[config.mk]
export PLATFORM = sky130hd
export DESIGN_NAME = commit_mem_port_flat
export DESIGN_NICKNAME = d
export VERILOG_FILES = /design/src/rtl/commit_mem_port_pkg.sv /design/src/rtl/commit_mem_port_if.sv /design/src/rtl/commit_mem_port_load_extend.sv /design/src/rtl/commit_mem_port.sv /design/src/flat_wrapper.sv
export SDC_FILE = /design/constraint.sdc
export NUM_CORES = 1
export LEC_CHECK = 0
export CAP_MARGIN = 15
export CORE_MARGIN = 2
export CORE_UTILIZATION = 40
export CTS_BUF_LIST = sky130_fd_sc_hd__clkbuf_8
export CTS_CLUSTER_DIAMETER = 80
export CTS_CLUSTER_SIZE = 8
export DETAILED_ROUTE_END_ITERATION = 16
export PLACE_DENSITY_LB_ADDON = 0.05
export SYNTH_ARGS = -nofsm -noshare
export SYNTH_HDL_FRONTEND = slang
export SYNTH_SLANG_ARGS = --single-unit
export TNS_END_PERCENT = 30
[constraint.sdc]
create_clock -name clk -period 4.9 [get_ports clk]
set_input_delay 0.98 -clock clk [delete_from_list [all_inputs] [get_ports clk]]
set_output_delay 0.98 -clock clk [all_outputs]
set_load 0.02 [all_outputs]
[src/rtl/commit_mem_port_pkg.sv]
// rtl/commit_mem_port_pkg.sv - shared widths, IO window and state encoding for the commit memory port
package commit_mem_port_pkg;

    localparam int          CMP_ADDR_W  = 32;
    localparam int          CMP_DATA_W  = 32;
    localparam logic [31:0] CMP_IO_BASE = 32'h0003_0000;

    typedef enum logic [1:0] {
        CMP_IDLE,
        CMP_WR,
        CMP_RD,
        CMP_RD_TAIL
    } cmp_state_t;

    // Index of the final byte of an access; anything but 1 or 2 bytes is a word.
    function automatic logic [1:0] size_last(input logic [5:0] size);
        case (size)
            6'd1:    size_last = 2'd0;
            6'd2:    size_last = 2'd1;
            default: size_last = 2'd3;
        endcase
    endfunction

endpackage

[src/rtl/commit_mem_port_if.sv]
// rtl/commit_mem_port_if.sv - byte-wide RAM/IO bus shared with fetch through the arbiter
interface commit_mem_port_if #(
    parameter int ADDR_W = 32
);
    logic              bus_req;
    logic              bus_gnt;
    logic [ADDR_W-1:0] mem_a;
    logic [7:0]        mem_dout;
    logic              mem_wr;
    logic [7:0]        mem_din;
    logic              io_buffer_full;

    modport master (
        output bus_req, mem_a, mem_dout, mem_wr,
        input  bus_gnt, mem_din, io_buffer_full
    );

    modport slave (
        input  bus_req, mem_a, mem_dout, mem_wr,
        output bus_gnt, mem_din, io_buffer_full
    );
endinterface

[src/rtl/commit_mem_port_load_extend.sv]
// rtl/commit_mem_port_load_extend.sv - sign/zero extension of an assembled little-endian load
module commit_mem_port_load_extend (
    input  logic [31:0] raw,
    input  logic [1:0]  last,
    input  logic        sgn,
    output logic [31:0] ext
);
    always_comb begin
        ext = raw;
        case (last)
            2'd0:    ext = {{24{sgn & raw[7]}},  raw[7:0]};
            2'd1:    ext = {{16{sgn & raw[15]}}, raw[15:0]};
            default: ext = raw;
        endcase
    end
endmodule

[src/rtl/commit_mem_port.sv]
// rtl/commit_mem_port.sv - serializes committed stores and IO loads onto the byte-wide memory bus
module commit_mem_port
    import commit_mem_port_pkg::*;
#(
    parameter int                ADDR_W  = CMP_ADDR_W,
    parameter int                DATA_W  = CMP_DATA_W,
    parameter logic [ADDR_W-1:0] IO_BASE = ADDR_W'(CMP_IO_BASE)
) (
    input  logic              clk,
    input  logic              rst,
    input  logic              rdy,
    input  logic              clear,
    input  logic              if_out_mem,
    input  logic [5:0]        out_mem_size,
    input  logic [ADDR_W-1:0] out_mem_addr,
    input  logic [DATA_W-1:0] out_mem_data,
    input  logic              if_out_mem_io,
    input  logic [ADDR_W-1:0] io_addr,
    input  logic [2:0]        io_size,
    input  logic              io_signed,
    output logic              if_stored,
    output logic              if_get_mem,
    output logic [DATA_W-1:0] data_mem,
    commit_mem_port_if.master bus
);
    cmp_state_t        state, state_n;
    logic [1:0]        cnt, cnt_n, last, last_n, pidx, pidx_n;
    logic [ADDR_W-1:0] addr, addr_n;
    logic [DATA_W-1:0] data, data_n, data_mem_n;
    logic              sgn, sgn_n, pend, pend_n;
    logic              stored_n, get_n;
    logic [31:0]       rbuf, rbuf_n, assembled, extended;
    logic              in_wr, in_rd, io_blocked, issue;

    assign in_wr      = (state == CMP_WR);
    assign in_rd      = (state == CMP_RD);
    // Only IO writes back off on a full sink; IO reads are never held.
    assign io_blocked = in_wr && (addr >= IO_BASE) && bus.io_buffer_full;
    assign issue      = (in_wr || in_rd) && bus.bus_gnt && rdy && !io_blocked;

    assign bus.bus_req  = in_wr || in_rd;
    assign bus.mem_wr   = issue && in_wr;
    assign bus.mem_a    = issue ? addr + ADDR_W'(cnt) : '0;
    assign bus.mem_dout = in_wr ? data[{cnt, 3'b000} +: 8] : 8'h00;

    // The byte read last cycle lands on mem_din now, even when the bus is frozen.
    always_comb begin
        assembled = rbuf;
        if (pend) assembled[{pidx, 3'b000} +: 8] = bus.mem_din;
    end

    commit_mem_port_load_extend u_load_extend (
        .raw  (assembled),
        .last (last),
        .sgn  (sgn),
        .ext  (extended)
    );

    always_comb begin
        state_n    = state;
        cnt_n      = cnt;
        last_n     = last;
        pidx_n     = pidx;
        addr_n     = addr;
        data_n     = data;
        sgn_n      = sgn;
        pend_n     = 1'b0;
        rbuf_n     = assembled;
        stored_n   = 1'b0;
        get_n      = 1'b0;
        data_mem_n = data_mem;
        if (rdy) begin
            case (state)
                CMP_IDLE: begin
                    if (if_out_mem) begin
                        state_n = CMP_WR;
                        cnt_n   = 2'd0;
                        addr_n  = out_mem_addr;
                        data_n  = out_mem_data;
                        last_n  = size_last(out_mem_size);
                    end else if (if_out_mem_io) begin
                        state_n = CMP_RD;
                        cnt_n   = 2'd0;
                        addr_n  = io_addr;
                        last_n  = size_last({3'b000, io_size});
                        sgn_n   = io_signed;
                        rbuf_n  = '0;
                    end
                end
                CMP_WR: begin
                    if (issue) begin
                        if (cnt == last) begin
                            state_n  = CMP_IDLE;
                            cnt_n    = 2'd0;
                            stored_n = 1'b1;
                        end else begin
                            cnt_n = cnt + 2'd1;
                        end
                    end
                end
                CMP_RD: begin
                    if (clear) begin
                        state_n = CMP_IDLE;
                        cnt_n   = 2'd0;
                    end else if (issue) begin
                        pend_n = 1'b1;
                        pidx_n = cnt;
                        if (cnt == last) begin
                            state_n = CMP_RD_TAIL;
                            cnt_n   = 2'd0;
                        end else begin
                            cnt_n = cnt + 2'd1;
                        end
                    end
                end
                CMP_RD_TAIL: begin
                    state_n = CMP_IDLE;
                    if (!clear) begin
                        data_mem_n = extended;
                        get_n      = 1'b1;
                    end
                end
            endcase
        end
    end

    always_ff @(posedge clk) begin
        if (!rst) begin
            state      <= CMP_IDLE;
            cnt        <= 2'd0;
            last       <= 2'd0;
            pidx       <= 2'd0;
            addr       <= '0;
            data       <= '0;
            sgn        <= 1'b0;
            pend       <= 1'b0;
            rbuf       <= '0;
            if_stored  <= 1'b0;
            if_get_mem <= 1'b0;
            data_mem   <= '0;
        end else begin
            state      <= state_n;
            cnt        <= cnt_n;
            last       <= last_n;
            pidx       <= pidx_n;
            addr       <= addr_n;
            data       <= data_n;
            sgn        <= sgn_n;
            pend       <= pend_n;
            rbuf       <= rbuf_n;
            if_stored  <= stored_n;
            if_get_mem <= get_n;
            data_mem   <= data_mem_n;
        end
    end
endmodule
[src/flat_wrapper.sv]
// flat-port wrapper written by rule: the top's interface ports become plain ports
module commit_mem_port_flat import commit_mem_port_pkg::*;
#(
    parameter int                ADDR_W  = CMP_ADDR_W,
    parameter int                DATA_W  = CMP_DATA_W,
    parameter logic [ADDR_W-1:0] IO_BASE = ADDR_W'(CMP_IO_BASE)
)
  (clk, rst, rdy, clear, if_out_mem, out_mem_size, out_mem_addr, out_mem_data, if_out_mem_io, io_addr, io_size, io_signed, if_stored, if_get_mem, data_mem, bus_bus_req, bus_mem_a, bus_mem_dout, bus_mem_wr, bus_bus_gnt, bus_mem_din, bus_io_buffer_full);
  commit_mem_port_if #(.ADDR_W(ADDR_W)) bus_i ();
  input  logic clk;
  input  logic rst;
  input  logic rdy;
  input  logic clear;
  input  logic if_out_mem;
  input  logic [5:0] out_mem_size;
  input  logic [ADDR_W-1:0] out_mem_addr;
  input  logic [DATA_W-1:0] out_mem_data;
  input  logic if_out_mem_io;
  input  logic [ADDR_W-1:0] io_addr;
  input  logic [2:0] io_size;
  input  logic io_signed;
  output logic if_stored;
  output logic if_get_mem;
  output logic [DATA_W-1:0] data_mem;
  output wire logic [$bits(bus_i.bus_req)-1:0] bus_bus_req;
  output wire logic [$bits(bus_i.mem_a)-1:0] bus_mem_a;
  output wire logic [$bits(bus_i.mem_dout)-1:0] bus_mem_dout;
  output wire logic [$bits(bus_i.mem_wr)-1:0] bus_mem_wr;
  input wire logic [$bits(bus_i.bus_gnt)-1:0] bus_bus_gnt;
  input wire logic [$bits(bus_i.mem_din)-1:0] bus_mem_din;
  input wire logic [$bits(bus_i.io_buffer_full)-1:0] bus_io_buffer_full;
  assign bus_bus_req = bus_i.bus_req;
  assign bus_mem_a = bus_i.mem_a;
  assign bus_mem_dout = bus_i.mem_dout;
  assign bus_mem_wr = bus_i.mem_wr;
  assign bus_i.bus_gnt = bus_bus_gnt;
  assign bus_i.mem_din = bus_mem_din;
  assign bus_i.io_buffer_full = bus_io_buffer_full;
  commit_mem_port #(.ADDR_W(ADDR_W), .DATA_W(DATA_W), .IO_BASE(IO_BASE)) u_core (.clk(clk), .rst(rst), .rdy(rdy), .clear(clear), .if_out_mem(if_out_mem), .out_mem_size(out_mem_size), .out_mem_addr(out_mem_addr), .out_mem_data(out_mem_data), .if_out_mem_io(if_out_mem_io), .io_addr(io_addr), .io_size(io_size), .io_signed(io_signed), .if_stored(if_stored), .if_get_mem(if_get_mem), .data_mem(data_mem), .bus(bus_i));
endmodule
# After elaboration in Yosys (flattened, before gate mapping)
# Index checks and enable logic that the tools add are counted.
# word_totals
register_bits	140
latch_bits	0
mem_bits_rw	0
rom_bits	0
inputBits	122
elab_cells	94
n_memories	0
# classes
addsub	3
mul	0
div_mod_pow	0
n_lt_le_gt_ge	1
n_eq_ne	14
shift	3
muxes	32
n_bitwise	7
reduce_logical	22
# ops
operator	n
2-to-1 mux 32 bit	8
case mux 32 bit (2 select lines)	1
adder 32 x 2 -> 32 bit	1
bitwise mux 32 bit	1
greater-or-equal comparator 32 x 18 -> 1 bit, second input constant	1
variable shift 8 x 7 -> 32 bit, first input constant	1
indexed part select 32 x 6 -> 8 bit	1
indexed part select 8 x 7 -> 32 bit	1
2-to-1 mux 2 bit	14
AND reduction 3 bit	5
AND reduction 4 bit	3
!= test 3 bit, second input constant	3
2-to-1 mux 8 bit	1
case mux 2 bit (2 select lines)	2
case mux 2 bit (4 select lines)	1
negation 5 -> 7 bit	1
equality test 6 x 1 -> 1 bit, second input constant	1
equality test 6 x 2 -> 1 bit, second input constant	1
logical AND 1 bit	6
case mux 2 bit (3 select lines)	1
AND reduction 6 bit	1
NOT 1 bit	5
equality test 2 x 1 -> 1 bit, second input constant	2
equality test 2 bit, second input constant	2
13 further kinds	18

# Depth between registers and ports, before layout
# depth
depth_word	8
mapped_depth	8

# Modules after synthesis
# Synthesis repeated with hierarchy kept, for this count alone.
# hier_totals
hier_cells	850
area_unflattened_um2	7300.8
# modules_own_cells
mod	n_inst	cells_each	area_per_inst_um2	seq_area_each_um2
commit_mem_port	1	784	6915.4	2802.7
commit_mem_port_load_extend	1	66	385.4	0.0

# Worst setup path after synthesis
# OpenSTA, ideal clock, no wires.
# synth_path
kind	reg2out
from	register u_core.cnt[0]
to	output port bus_mem_a[30]
t_arrival_ps	1933
required_time_ps	3920
setup_slack_ps	1987
path_stages_with_launch	8
path_buffers	0
cell_sequence	dfxtp_1 -> ha_1 -> fa_1 -> nand3_1 -> nor2_1 -> nand3_1 -> or3_1 -> nand2b_1
# synth_between
elab_chain_cells	2
# synth_rtl
item	line_no	text
from (decl)	commit_mem_port.sv:27	logic [1:0] cnt, cnt_n, last, last_n, pidx, pidx_n;
from (signal assigned)	commit_mem_port.sv:143	cnt <= cnt_n;
adder 32 x 2 -> 32 bit	commit_mem_port.sv:43	assign bus.mem_a = issue ? addr + ADDR_W'(cnt) : '0;
2-to-1 mux 32 bit	commit_mem_port.sv:43	
to (decl)	flat_wrapper.sv:26	output wire logic [$bits(bus_i.mem_a)-1:0] bus_mem_a;
# Every way passes these cells.

# Worst setup path after layout
# layout_path
from	register u_core.addr[0]
to	output port bus_mem_a[30]
# layout_between
elab_chain_cells	6
# layout_rtl
item	line_no	text
from (decl)	commit_mem_port.sv:28	logic [ADDR_W-1:0] addr, addr_n;
from (signal assigned)	commit_mem_port.sv:146	addr <= addr_n;
greater-or-equal comparator 32 x 18 -> 1 bit	commit_mem_port.sv:38	assign io_blocked = in_wr && (addr >= IO_BASE) && bus.io_buffer_full;
logical AND 1 bit (2 in a row)	commit_mem_port.sv:38	
logical NOT 1 bit	commit_mem_port.sv:39	assign issue = (in_wr || in_rd) && bus.bus_gnt && rdy && !io_blocked;
logical AND 1 bit	commit_mem_port.sv:39	
2-to-1 mux 32 bit (*)	commit_mem_port.sv:43	
# Every way passes the cells marked *; elsewhere a longest branch is shown, timed or not.

==> out/qor.yml <==
run_status:
  status: "complete, no violations"
clock_tree:
  clkTransAtPathRegs_ps: 80
  cts_setup_buffers: 0
  ctsHoldBuffers: 0
  htree_levels: 4
  cts_buffers: 17
  clockBufferDepth: 2
  post_cts_resized: 0
  cts_sinks: 140
  clock_latency_ps: 440
  cts_root_buf: "clkbuf_8"
  cts_tree: "yes"
worst_setup_path:
  critPathArrivalTime_ps: 3160
  rr_worst_depth: 7
  cp-start-kind: "register"
  endpoint_kind: "output port"
  crit_fanout: 9
  critPathKind: "reg2out"
  required_ps: 3920
floorplan:
  core_area_sq_um: 16640
  start_util_pct: 40.99
  die_y_um: 134.6
  die_w_um: 134.6
  die-area_sq_um: 18110
  ios: 198
  rows: 47
sta:
  fin_setup_tns_ps: 0
  hold_slack_ps: 468.9
  skew_ps: 12.41
  slew_headroom_pct: 30.10
  slew_viol_final: 0
  tightest_slew_ps: 1046
  rsz0062_at_grt: "false"
  fmax_ghz: 0.2418
  min_period_ps: 4136
  final-setup-viol-count: 0
  min_period_over_period_pct: 84.41
  hold_violations: 0
yosys:
  synth_edf_count: 0
  avgSynthCellArea_sq_um: 8.940
  ys.flop_type: "dfxtp_1"
  synth.net_count: 897
  synth-seq-area-share_pct: 41.09
  synth_cells: 763
  async_reset_ff_share_pct: 0
  ys_ff_latch: 140
  yosysWarnings: 0
  ys_types: 56
  netlist_area_sq_um: 6822
routing:
  avgViaCountPerCell: 5.216
  wl_per_cell_um: 16.06
  wl_met2_mm: 9.154
  drc_errors: 0
  drt-total-wl_mm: 18.78
  wl_met1_mm: 8.401
  dr.max_layer_used: "met4"
  wl_met3_um: 957
  drtPass1Iterations: 6
  vias: 6098
  ant_nets: 0
  first_iter_violations: 341
place:
  placedInstanceArea_sq_um: 8905
  place.gp.congestion: 0.8205
  dp_hpwl_mm: 13.49
  numPortBuffers: 197
power:
  ir_drop_mv: 0.1584
  power_density_nw_per_um2: 264.9
  p_leak_nw: 3.694
grt:
  antenna_found_initial: 0
  grt_pass1_wl_mm: 30.46
  overflow: 0
  grtUsageTotal_pct: 20.95
  grt_max_degree: 111
  grt_pass1_vias: 6135
hold_path:
  hold_class: "reg2reg"
  worstHoldPathCells: 2
final_layout:
  area_growth_pct: 36.01
  stdcell_area_sq_um: 9278
  fill_cells: 1526
  final_net_count: 1070
  final_layout_size_suffix_gt1_share_pct: 7.376
  diodes: 0
flow_run:
  drv_cap: 0
==> layout make-up <==
type / count / area [sq um] / area share, %
Tap cell: 220 / 275.3 / 2.967
Timing Repair Buffer: 206 / 2052 / 22.12
Clock inverter: 14 / 97.59 / 1.052
Multi-Input combinational cell: 562 / 3769 / 40.62
Clock buffer: 18 / 247.7 / 2.670
Sequential cell: 140 / 2803 / 30.21
Inverter: 9 / 33.78 / 0.3641
==> cells by family (layout without fill, tap and decap cells) <==
logic type	after synthesis	in the layout	share of synthesized area, %
DFF	140	140	41.09
adders and majority gates	12	12	2.311
xor gates and xnor gates	33	33	4.237
and+or+nand+nor	310	310	21.66
muxes	46	46	8.217
AOI/OAI and AO/OA	161	161	18.82
buffers and inverters	61	247	3.668
==> critical path, cell delays in order, from the launching register on <==
cell	delay (ps)
dfxtp_1	340
ha_1	190
fa_1	220
nand3_1	180
nor2_1	580
nand3_1	160
or3_1	360
nand2b_1	90
clkdlybuf4s50_1	610
==> power by group <==
| part | internal (W) | switching (W) |
|---|---|---|
| clock network | 0.000363 | 0.000453 |
| logic | 0.000204 | 0.000186 |
| registers | 0.00119 | 0.0000624 |
==> final timing paths <==
check,startpoint,slack [ps],end
max,u_core.addr[0],760,bus_mem_a[30]
min,u_core.data[20],470,u_core.data[20]
max reg2reg,u_core.pidx[0],2450,u_core.data_mem[27]
min reg2reg,u_core.data[20],470,u_core.data[20]
==> flip-flops by register name (all words and copies together) (netlist names), 2 cells and up <==
signal and flops:
u_core.pidx 2, u_core.cnt 2, u_core.last 2, u_core.state 2
u_core.data_mem 32, u_core.rbuf 32, u_core.addr 32, u_core.data 32
==> metal layers <==
metal	vias up	global-route usage [%]
met1	2872	26.85
met2	178	35.29
met5	-	0
met3	21	4.467
li1	3027	-
met4	0	6.725
==> synthesized netlist by cell type (3+ instances only) <==
library cell	n	area share [%]
clkbuf_1	38	2.1
buf_2	8	0.59
nor2b_1	11	1.0
o21ai_0	20	1.5
nand2_1	134	7.4
dfxtp_1	140	41
a21boi_0	33	3.6
and2_1	14	1.3
nand4_1	15	1.4
ha_1	11	2.0
nor3_1	3	0.22
nand2b_1	14	1.3
and3_1	4	0.37
o221a_2	8	1.3
a21oi_1	18	1.3
nand3_1	16	1.2
inv_1	8	0.44
mux2i_1	38	5.6
a22o_1	4	0.51
a22oi_1	26	2.9
mux4_2	8	2.6
o211a_1	41	6.0
nor4_1	6	0.55
nor2_1	76	4.2
buf_1	4	0.22
xnor2_1	9	1.2
xor2_1	24	3.1
==> per-stage QoR <==
stage               util (%)  std cells  power, W  worst slack (ps)
floorplan                  -        763  0.001475              1987
global placement       53.51       1136  0.001655             828.5
detailed placement     53.51       1136  0.001662             786.6
CTS                    55.58       1168  0.002480             745.7
global route           55.75       1169  0.002579             520.2
finish                 55.75       1169  0.002458             763.9
==> layout by cell type, fill, tap and decap left out, types with 14 or more instances in the layout <==
cell type,Yosys,final
a21boi_0,33,33
a21oi_1,18,18
a22oi_1,26,26
and2_1,14,14
clkbuf_8,0,18
clkdlybuf4s50_1,0,195
dfxtp_1,140,140
mux2i_1,38,38
nand2_1,134,134
nand2b_1,14,14
nand3_1,16,16
nand4_1,15,15
nor2_1,76,76
o211a_1,41,40
o21ai_0,20,20
xor2_1,24,24
No activity file was read; power rests on OpenSTA's default activity.
